## src/rtl/axi_resp_pkg.sv

```systemverilog
// Shared AXI response definitions for the write-response tracker:
// BRESP code enumeration and a saturating increment for 16-bit counters.
package axi_resp_pkg;

    typedef enum logic [1:0] {
        OKAY   = 2'b00,
        EXOKAY = 2'b01,
        SLVERR = 2'b10,
        DECERR = 2'b11
    } resp_e;

    function automatic logic [15:0] sat_inc16(input logic [15:0] v);
        return (v == '1) ? v : v + 16'd1;
    endfunction

endpackage

```

## src/rtl/axi_write_resp_tracker_if.sv

```systemverilog
// AW/B handshake signals observed and driven by axi_write_resp_tracker.
// master: upstream initiator / bus side; slave: the tracker.
interface axi_write_resp_tracker_if #(
    parameter int ID_W = 4
);
    logic            i_awvalid;
    logic            i_awready;
    logic [ID_W-1:0] i_awid;
    logic            o_aw_block;
    logic            i_bvalid;
    logic [ID_W-1:0] i_bid;
    logic [1:0]      i_bresp;
    logic            o_bready;

    modport master (
        output i_awvalid, i_awready, i_awid, i_bvalid, i_bid, i_bresp,
        input  o_aw_block, o_bready
    );

    modport slave (
        input  i_awvalid, i_awready, i_awid, i_bvalid, i_bid, i_bresp,
        output o_aw_block, o_bready
    );
endinterface

```

## src/rtl/axi_resp_timeout_timer.sv

```systemverilog
// B-channel silence timer. Only built when AXI_WRITE_RESP_TIMEOUT_EN is
// defined. Counts cycles with writes outstanding and no B handshake; raises
// a sticky flag once TIMEOUT_CYCLES is reached and holds the count there.
`ifdef AXI_WRITE_RESP_TIMEOUT_EN
module axi_resp_timeout_timer #(
    parameter int TIMEOUT_CYCLES = 1024
) (
    input  logic clk,
    input  logic r_reset,
    input  logic i_active,
    input  logic i_b_event,
    input  logic i_clear,
    output logic o_timeout
);
    logic [31:0] silence;
    logic        hit;

    // limit reached on the current count
    always_comb begin
        hit = (silence == 32'(TIMEOUT_CYCLES));
    end

    // silence counter: restart on B or when nothing is outstanding, hold at limit
    always_ff @(posedge clk) begin
        if (!r_reset) begin
            silence <= '0;
        end else if (!i_active || i_b_event) begin
            silence <= '0;
        end else if (!hit) begin
            silence <= silence + 32'd1;
        end
    end

    // sticky timeout flag; a same-cycle hit beats the clear
    always_ff @(posedge clk) begin
        if (!r_reset) begin
            o_timeout <= 1'b0;
        end else begin
            o_timeout <= hit | (o_timeout & ~i_clear);
        end
    end
endmodule
`endif

```

## src/rtl/axi_write_resp_tracker.sv

```systemverilog
// AXI write-response tracker: counts AW handshakes per ID, retires them on
// B handshakes, throttles AW at MAX_OUTSTANDING, classifies BRESP and keeps
// sticky protocol-error flags. Optional B-silence timeout is enabled by
// defining AXI_WRITE_RESP_TIMEOUT_EN.
module axi_write_resp_tracker
    import axi_resp_pkg::*;
#(
    parameter  int ID_W            = 4,
    parameter  int MAX_OUTSTANDING = 8,
    parameter  int TIMEOUT_CYCLES  = 1024,
    localparam int CNT_W           = $clog2(MAX_OUTSTANDING + 1)
) (
    input  logic                     clk,
    input  logic                     r_reset,
    axi_write_resp_tracker_if.slave  bus,
    input  logic                     i_clear_err,
    output logic [CNT_W-1:0]         o_outstanding,
    output logic                     o_idle,
    output logic [15:0]              o_slverr_cnt,
    output logic [15:0]              o_decerr_cnt,
    output logic                     o_err_unexpected,
    output logic                     o_err_overflow,
    output logic                     o_timeout
);
    localparam int N_ID = 2 ** ID_W;

    logic [CNT_W-1:0] id_cnt [N_ID];
    logic             bready_q;
    logic             aw_ev;
    logic             b_ev;
    logic             aw_block;
    logic             same_id;
    logic             b_ret;
    logic             b_unexp;
    logic             aw_acc;
    resp_e            bresp;
    logic [15:0]      slverr_nxt;
    logic [15:0]      decerr_nxt;

    // handshake decode; an AW on the B's ID in the same cycle makes that B
    // legal even with a zero count, and a retiring B frees room for an AW
    // that would otherwise be dropped at the limit
    always_comb begin
        aw_ev    = bus.i_awvalid & bus.i_awready;
        b_ev     = bus.i_bvalid & bready_q;
        aw_block = (o_outstanding == CNT_W'(MAX_OUTSTANDING));
        same_id  = aw_ev & (bus.i_awid == bus.i_bid);
        b_ret    = b_ev & ((id_cnt[bus.i_bid] != '0) | same_id);
        b_unexp  = b_ev & ~b_ret;
        aw_acc   = aw_ev & (~aw_block | b_ret);
        bresp    = resp_e'(bus.i_bresp);
    end

    // drive interface outputs and idle status
    always_comb begin
        bus.o_bready   = bready_q;
        bus.o_aw_block = aw_block;
        o_idle         = (o_outstanding == '0);
    end

    // B ready comes up the first cycle out of reset and stays high
    always_ff @(posedge clk) begin
        if (!r_reset) begin
            bready_q <= 1'b0;
        end else begin
            bready_q <= 1'b1;
        end
    end

    // per-ID outstanding counters
    always_ff @(posedge clk) begin
        if (!r_reset) begin
            for (int unsigned i = 0; i < N_ID; i++) begin
                id_cnt[i] <= '0;
            end
        end else begin
            for (int unsigned i = 0; i < N_ID; i++) begin
                if (aw_acc && bus.i_awid == ID_W'(i) &&
                    !(b_ret && bus.i_bid == ID_W'(i))) begin
                    id_cnt[i] <= id_cnt[i] + CNT_W'(1);
                end else if (b_ret && bus.i_bid == ID_W'(i) &&
                             !(aw_acc && bus.i_awid == ID_W'(i))) begin
                    id_cnt[i] <= id_cnt[i] - CNT_W'(1);
                end
            end
        end
    end

    // total outstanding, kept equal to the sum of the per-ID counters
    always_ff @(posedge clk) begin
        if (!r_reset) begin
            o_outstanding <= '0;
        end else if (aw_acc && !b_ret) begin
            o_outstanding <= o_outstanding + CNT_W'(1);
        end else if (b_ret && !aw_acc) begin
            o_outstanding <= o_outstanding - CNT_W'(1);
        end
    end

    // error counter next values: clear first, then count this cycle's B
    always_comb begin
        slverr_nxt = i_clear_err ? '0 : o_slverr_cnt;
        decerr_nxt = i_clear_err ? '0 : o_decerr_cnt;
        if (b_ev && bresp == SLVERR) begin
            slverr_nxt = sat_inc16(slverr_nxt);
        end
        if (b_ev && bresp == DECERR) begin
            decerr_nxt = sat_inc16(decerr_nxt);
        end
    end

    // sticky flags and error counts; new errors win over a same-cycle clear
    always_ff @(posedge clk) begin
        if (!r_reset) begin
            o_err_unexpected <= 1'b0;
            o_err_overflow   <= 1'b0;
            o_slverr_cnt     <= '0;
            o_decerr_cnt     <= '0;
        end else begin
            o_err_unexpected <= b_unexp | (o_err_unexpected & ~i_clear_err);
            o_err_overflow   <= (aw_ev & aw_block) | (o_err_overflow & ~i_clear_err);
            o_slverr_cnt     <= slverr_nxt;
            o_decerr_cnt     <= decerr_nxt;
        end
    end

`ifdef AXI_WRITE_RESP_TIMEOUT_EN
    logic busy;

    // timer runs only while writes are outstanding
    always_comb begin
        busy = (o_outstanding != '0);
    end

    axi_resp_timeout_timer #(
        .TIMEOUT_CYCLES(TIMEOUT_CYCLES)
    ) u_timeout_timer (
        .clk       (clk),
        .r_reset   (r_reset),
        .i_active  (busy),
        .i_b_event (b_ev),
        .i_clear   (i_clear_err),
        .o_timeout (o_timeout)
    );
`else
    logic unused_timeout_cfg;

    // timeout feature absent: flag tied low
    always_comb begin
        o_timeout          = 1'b0;
        unused_timeout_cfg = (TIMEOUT_CYCLES > 0);
    end
`endif

endmodule
```

## src/flat_wrapper.sv

```systemverilog
// flat-port wrapper written by rule: the top's interface ports become plain ports
module axi_write_resp_tracker_flat import axi_resp_pkg::*;
#(
    parameter  int ID_W            = 4,
    parameter  int MAX_OUTSTANDING = 8,
    parameter  int TIMEOUT_CYCLES  = 1024,
    localparam int CNT_W           = $clog2(MAX_OUTSTANDING + 1)
)
  (clk, r_reset, i_clear_err, o_outstanding, o_idle, o_slverr_cnt, o_decerr_cnt, o_err_unexpected, o_err_overflow, o_timeout, bus_i_awvalid, bus_i_awready, bus_i_awid, bus_i_bvalid, bus_i_bid, bus_i_bresp, bus_o_aw_block, bus_o_bready);
  axi_write_resp_tracker_if #(.ID_W(ID_W)) bus_i ();
  input  logic clk;
  input  logic r_reset;
  input  logic i_clear_err;
  output logic [CNT_W-1:0] o_outstanding;
  output logic o_idle;
  output logic [15:0] o_slverr_cnt;
  output logic [15:0] o_decerr_cnt;
  output logic o_err_unexpected;
  output logic o_err_overflow;
  output logic o_timeout;
  input wire logic [$bits(bus_i.i_awvalid)-1:0] bus_i_awvalid;
  input wire logic [$bits(bus_i.i_awready)-1:0] bus_i_awready;
  input wire logic [$bits(bus_i.i_awid)-1:0] bus_i_awid;
  input wire logic [$bits(bus_i.i_bvalid)-1:0] bus_i_bvalid;
  input wire logic [$bits(bus_i.i_bid)-1:0] bus_i_bid;
  input wire logic [$bits(bus_i.i_bresp)-1:0] bus_i_bresp;
  output wire logic [$bits(bus_i.o_aw_block)-1:0] bus_o_aw_block;
  output wire logic [$bits(bus_i.o_bready)-1:0] bus_o_bready;
  assign bus_i.i_awvalid = bus_i_awvalid;
  assign bus_i.i_awready = bus_i_awready;
  assign bus_i.i_awid = bus_i_awid;
  assign bus_i.i_bvalid = bus_i_bvalid;
  assign bus_i.i_bid = bus_i_bid;
  assign bus_i.i_bresp = bus_i_bresp;
  assign bus_o_aw_block = bus_i.o_aw_block;
  assign bus_o_bready = bus_i.o_bready;
  axi_write_resp_tracker #(.ID_W(ID_W), .MAX_OUTSTANDING(MAX_OUTSTANDING), .TIMEOUT_CYCLES(TIMEOUT_CYCLES)) u_core (.clk(clk), .r_reset(r_reset), .bus(bus_i), .i_clear_err(i_clear_err), .o_outstanding(o_outstanding), .o_idle(o_idle), .o_slverr_cnt(o_slverr_cnt), .o_decerr_cnt(o_decerr_cnt), .o_err_unexpected(o_err_unexpected), .o_err_overflow(o_err_overflow), .o_timeout(o_timeout));
endmodule
```

## config.mk

```make
export PLATFORM = sky130hd
export DESIGN_NAME = axi_write_resp_tracker_flat
export DESIGN_NICKNAME = d
export VERILOG_FILES = /design/src/rtl/axi_resp_pkg.sv /design/src/rtl/axi_write_resp_tracker_if.sv /design/src/rtl/axi_resp_timeout_timer.sv /design/src/rtl/axi_write_resp_tracker.sv /design/src/flat_wrapper.sv
export SDC_FILE = /design/constraint.sdc
export NUM_CORES = 1
export LEC_CHECK = 0
export BUFFER_PORTS_ARGS = -buffer_cell sky130_fd_sc_hd__clkbuf_2
export CORE_MARGIN = 1.5
export CORE_UTILIZATION = 36
export CTS_CLUSTER_DIAMETER = 120
export DETAILED_ROUTE_END_ITERATION = 7
export PLACE_DENSITY = 0.6
export SYNTH_ARGS = -nofsm -noshare
export SYNTH_HDL_FRONTEND = slang
export SYNTH_SLANG_ARGS = --single-unit
```

## constraint.sdc

```tcl
create_clock -name clk -period 4.35 [get_ports clk]
set_input_delay 0.2175 -clock clk [delete_from_list [all_inputs] [get_ports clk]]
set_output_delay 0.2175 -clock clk [all_outputs]
set_load 0.02 [all_outputs]
```

==> impl_metrics.yaml <==
place:
  hpwl_um: 12000
  routabilityCongestion: 0.845
  port_buffers: 56
timing:
  period_minus_slack_ns: 3.88
  fin_tns_setup_ns: 0
  rsz0062_at_grt: "no"
  fin_crit_sh_pct: 89.1
  whs_ns: 0.277
  relSlewSlack_pct: 61.1
  hold_violations: 0
  worst_pin_slew_ns: 0.579
  fmax_mhz: 258
  fin_skew_ns: 0.00897
  finalMaxSlewViolations: 0
  setup_viol: 0
floorplan:
  start_util_pct: 37.1
  dieArea_um2: 20300
  core_um2: 18900
  die_h_um: 142
  placementRows: 50
  ios: 58
  dieWidth_um: 142
power_and_ir_drop:
  power.internal_w: 0.00165
  combPwrFrac_pct: 16.3
  p_switching_w: 0.000711
  clockPowerShare_pct: 35.6
  leakage_nw: 3.27
  sw_frac_of_total_pct: 30.1
  power_density_nw_per_um2: 300
  peakVddDrop_mv: 0.204
  share_seq_of_total_power_pct: 48.1
clock_network:
  ctsHoldBuffers: 0
  cts.sinks: 103
  path_clk_slew_ns: 0.08
  cts_setup_buffers: 0
  cts_tree: "done"
  clk_latency_ns: 0.36
  cts_buffers: 9
  cts-root-buf: "clkbuf_16"
  clock_path_buffers: 2
  htreeDepth: 3
  cts.repair.resized: 0
hold_path:
  holdPathEnd: "u_core.o_slverr_cnt[12]"
  hold_class: "in2reg"
  hp-start: "bus_i_bresp[0]"
  min_delay_path_depth: 5
grt:
  grt_pass1_wl_um: 26600
  antenna_found_initial: 0
  grt-ovfl-total: 0
  grt_start_max_net_pins: 34
  grt_pass1_vias: 5176
  grt.total_usage_pct: 16.7
final_layout:
  multi_input_area_um2: 3960
  areaGrowthSynthToFinish_pct: 12.6
  regArea_um2: 2700
  n_antenna_cell: 0
  layout-drive-gt1-share_pct: 14.0
  nFillCells: 1914
  finalNetCount: 870
synth:
  synth_xor_area_share_pct: 9.38
  synthSimpleGateAreaFrac_pct: 23.8
  synthCells: 748
  synth.distinct_cells: 68
  netlist_area_um2: 7000
  synth-main-ff-cell: "edfxtp_1"
  postSynthAreaPerCell_um2: 9.36
  synth_top_family_by_area: "simple AND/OR/NAND/NOR gates"
  ys_warn_count: 0
  async_reset_ff_share_pct: 0
  synth_edf_count: 64
  synthesis.nets: 817
  synth_compound_area_share_pct: 9.77
  ys_seq_area_share_pct: 38.6
  ys_seq_elements: 103
  muxShareOfSynthArea_pct: 2.29
  synthAdderAreaFrac_pct: 11.2
critical_path:
  worst-r2r-setup-slack_ns: 0.47
  path_max_fanout: 7
  r2r_start: "u_core.id_cnt[3][0]"
  end_kind: "register"
  r2r-end: "u_core.id_cnt[0][3]"
  reg2regPathDepth: 14
  cp_top_family: "simple AND/OR/NAND/NOR gates"
  cpMostUsedCell: "a21oi_1"
  slowest_delay_ns: 0.51
  worstPathCellList: "nor4_1, nand3_1, and4_1, nor4b_4, a21oi_1, and2_1, nand3_1, inv_1, ha_1, a21o_1, a21oi_1, xor2_1, or3_1, a21oi_1"
  crit_type: "reg2reg"
  slowest_stage: "nor4b_4"
  setup.worst_path.start_class: "register"
  crit_buf_inv: 1
  worst_ep_required_time_ns: 4.57
  worstPathArrival_ns: 4.09
job:
  cap_violations: 0
drt:
  via_count: 5452
  wirelength_um: 15900
  ant_nets: 0
  drt_iter0_drc: 401
  drtPass1Iterations: 7
  drt-vias-per-instance: 5.11
  wl_per_cell_um: 14.9
  drc: 0
status:
  outcome: "finished, final reports clean"
[synthesized netlist by cell type, drive strengths merged (3+ instances only)]
| master | count | area share [%] |
|---|---|---|
| nor2 | 83 | 4.4 |
| edfxtp | 64 | 27 |
| inv | 56 | 3.0 |
| nand2 | 54 | 2.9 |
| xor2 | 49 | 6.1 |
| nand3 | 40 | 2.9 |
| nor3 | 40 | 2.9 |
| dfxtp | 39 | 11 |
| a21oi | 38 | 2.7 |
| ha | 37 | 6.6 |
| xnor2 | 26 | 3.3 |
| a21o | 19 | 2.0 |
| or3 | 19 | 1.8 |
| nor2b | 17 | 1.5 |
| clkbuf | 16 | 0.88 |
| fa | 16 | 4.6 |
| and2 | 12 | 1.1 |
| buf | 11 | 1.0 |
| nand4 | 11 | 0.98 |
| a211oi | 9 | 1.4 |
| o21ai | 9 | 0.64 |
| and3 | 8 | 0.71 |
| mux2i | 7 | 1.0 |
| nand3b | 7 | 0.80 |
| nor4 | 7 | 0.63 |
| nand2b | 5 | 0.45 |
| nor3b | 4 | 0.50 |
| o211ai | 4 | 0.50 |
| or2 | 4 | 0.36 |
| mux4 | 3 | 0.96 |
| o31ai | 3 | 0.32 |
[how the worst max path moves through the flow]
stage                    startpoint                   to  slack (ns)  cells past startpoint
6_report        u_core.id_cnt[3][0]  u_core.id_cnt[0][3]        0.47                     14
3_3_place_gp           bus_i_bid[0]  u_core.id_cnt[0][3]        0.48                     15
5_1_grt         u_core.id_cnt[3][0]  u_core.id_cnt[4][3]        0.20                     14
4_1_cts         u_core.id_cnt[3][0]  u_core.id_cnt[0][3]        0.47                     14
2_1_floorplan  u_core.id_cnt[10][0]  u_core.id_cnt[2][3]        0.81                     15
3_5_place_dp           bus_i_bid[0]  u_core.id_cnt[0][3]        0.39                     15
[placed cells by master, fill, tap and decap left out, drive strengths merged, types with 26 or more instances in the layout]
cell type	netlist	final
nor2	83	83
clkbuf	16	65
edfxtp	64	64
inv	56	61
nand2	54	54
xor2	49	49
nor3	40	40
nand3	40	40
dfxtp	39	39
a21oi	38	38
ha	37	37
xnor2	26	26
[power by group through the flow]
stage,Combinational (W),Sequential [W],Clock (W)
final,0.000385,0.00114,0.000842
after floorplan,0.000273,0.00116,0
after detailed placement,0.000385,0.00116,0
after global routing,0.000432,0.00115,0.000901
after global placement,0.000380,0.00116,0
after CTS,0.000387,0.00114,0.000869
[logic make-up after synthesis]
| group | Yosys count |
|---|---|
| AO/OA/AOI/OAI | 97 |
| XOR/XNOR | 75 |
| adder cells (fa/ha/maj) | 53 |
| buffers and inverters | 83 |
| flip-flops | 103 |
| multiplexers | 12 |
| other | 1 |
| AND/OR/NAND/NOR | 324 |
[metrics by stage]
| stage | cells | utilization [%] | total power [W] | setup WS [ns] | area, µm² |
|---|---|---|---|---|---|
| after floorplan | 748 | - | 0.00143 | 0.810 | 7000 |
| after detailed placement | 1050 | 40.1 | 0.00155 | 0.390 | 7570 |
| after global placement | 1050 | 40.1 | 0.00154 | 0.476 | 7570 |
| final | 1066 | 41.7 | 0.00237 | 0.475 | 7880 |
| after CTS | 1066 | 41.7 | 0.00240 | 0.474 | 7880 |
| after global routing | 1066 | 41.7 | 0.00248 | 0.197 | 7880 |
[layout make-up]
cell class / count / share of cell area [%]
multi-input combinational: 562 / 50.2
clock inverter: 7 / 1.06
sequential: 103 / 34.3
inverter: 56 / 2.67
tap: 260 / 4.13
timing repair buffer: 69 / 4.79
clock buffer: 9 / 2.86
[registers in the layout, indices dropped and copies added, names as in the netlist]
register / count
u_core.id_cnt: 64
u_core.o_decerr_cnt: 16
u_core.o_slverr_cnt: 16
u_core.o_outstanding: 4
u_core.bus.o_bready: 1
u_core.o_err_overflow: 1
u_core.o_err_unexpected: 1
[worst register-to-register path, delay by kind of cell, from the launching register on]
kind            cells  cell delay, ns
fa+ha+maj           1            0.27
flops               1            0.45
simple gates        7            2.08
compound gates      4            0.76
buf+inv             1            0.08
xor+xnor            1            0.10
[metal layers]
| metal | GRT usage [%] | vias to the layer above | wire, µm |
|---|---|---|---|
| li1 | - | 2727 | - |
| met1 | 24.2 | 2584 | 7890 |
| met2 | 24.9 | 121 | 6910 |
| met3 | 2.66 | 20 | 801 |
| met4 | 6.40 | 0 | 308 |
| met5 | 0 | - | 0 |
Power figures use the tool's default switching activity.
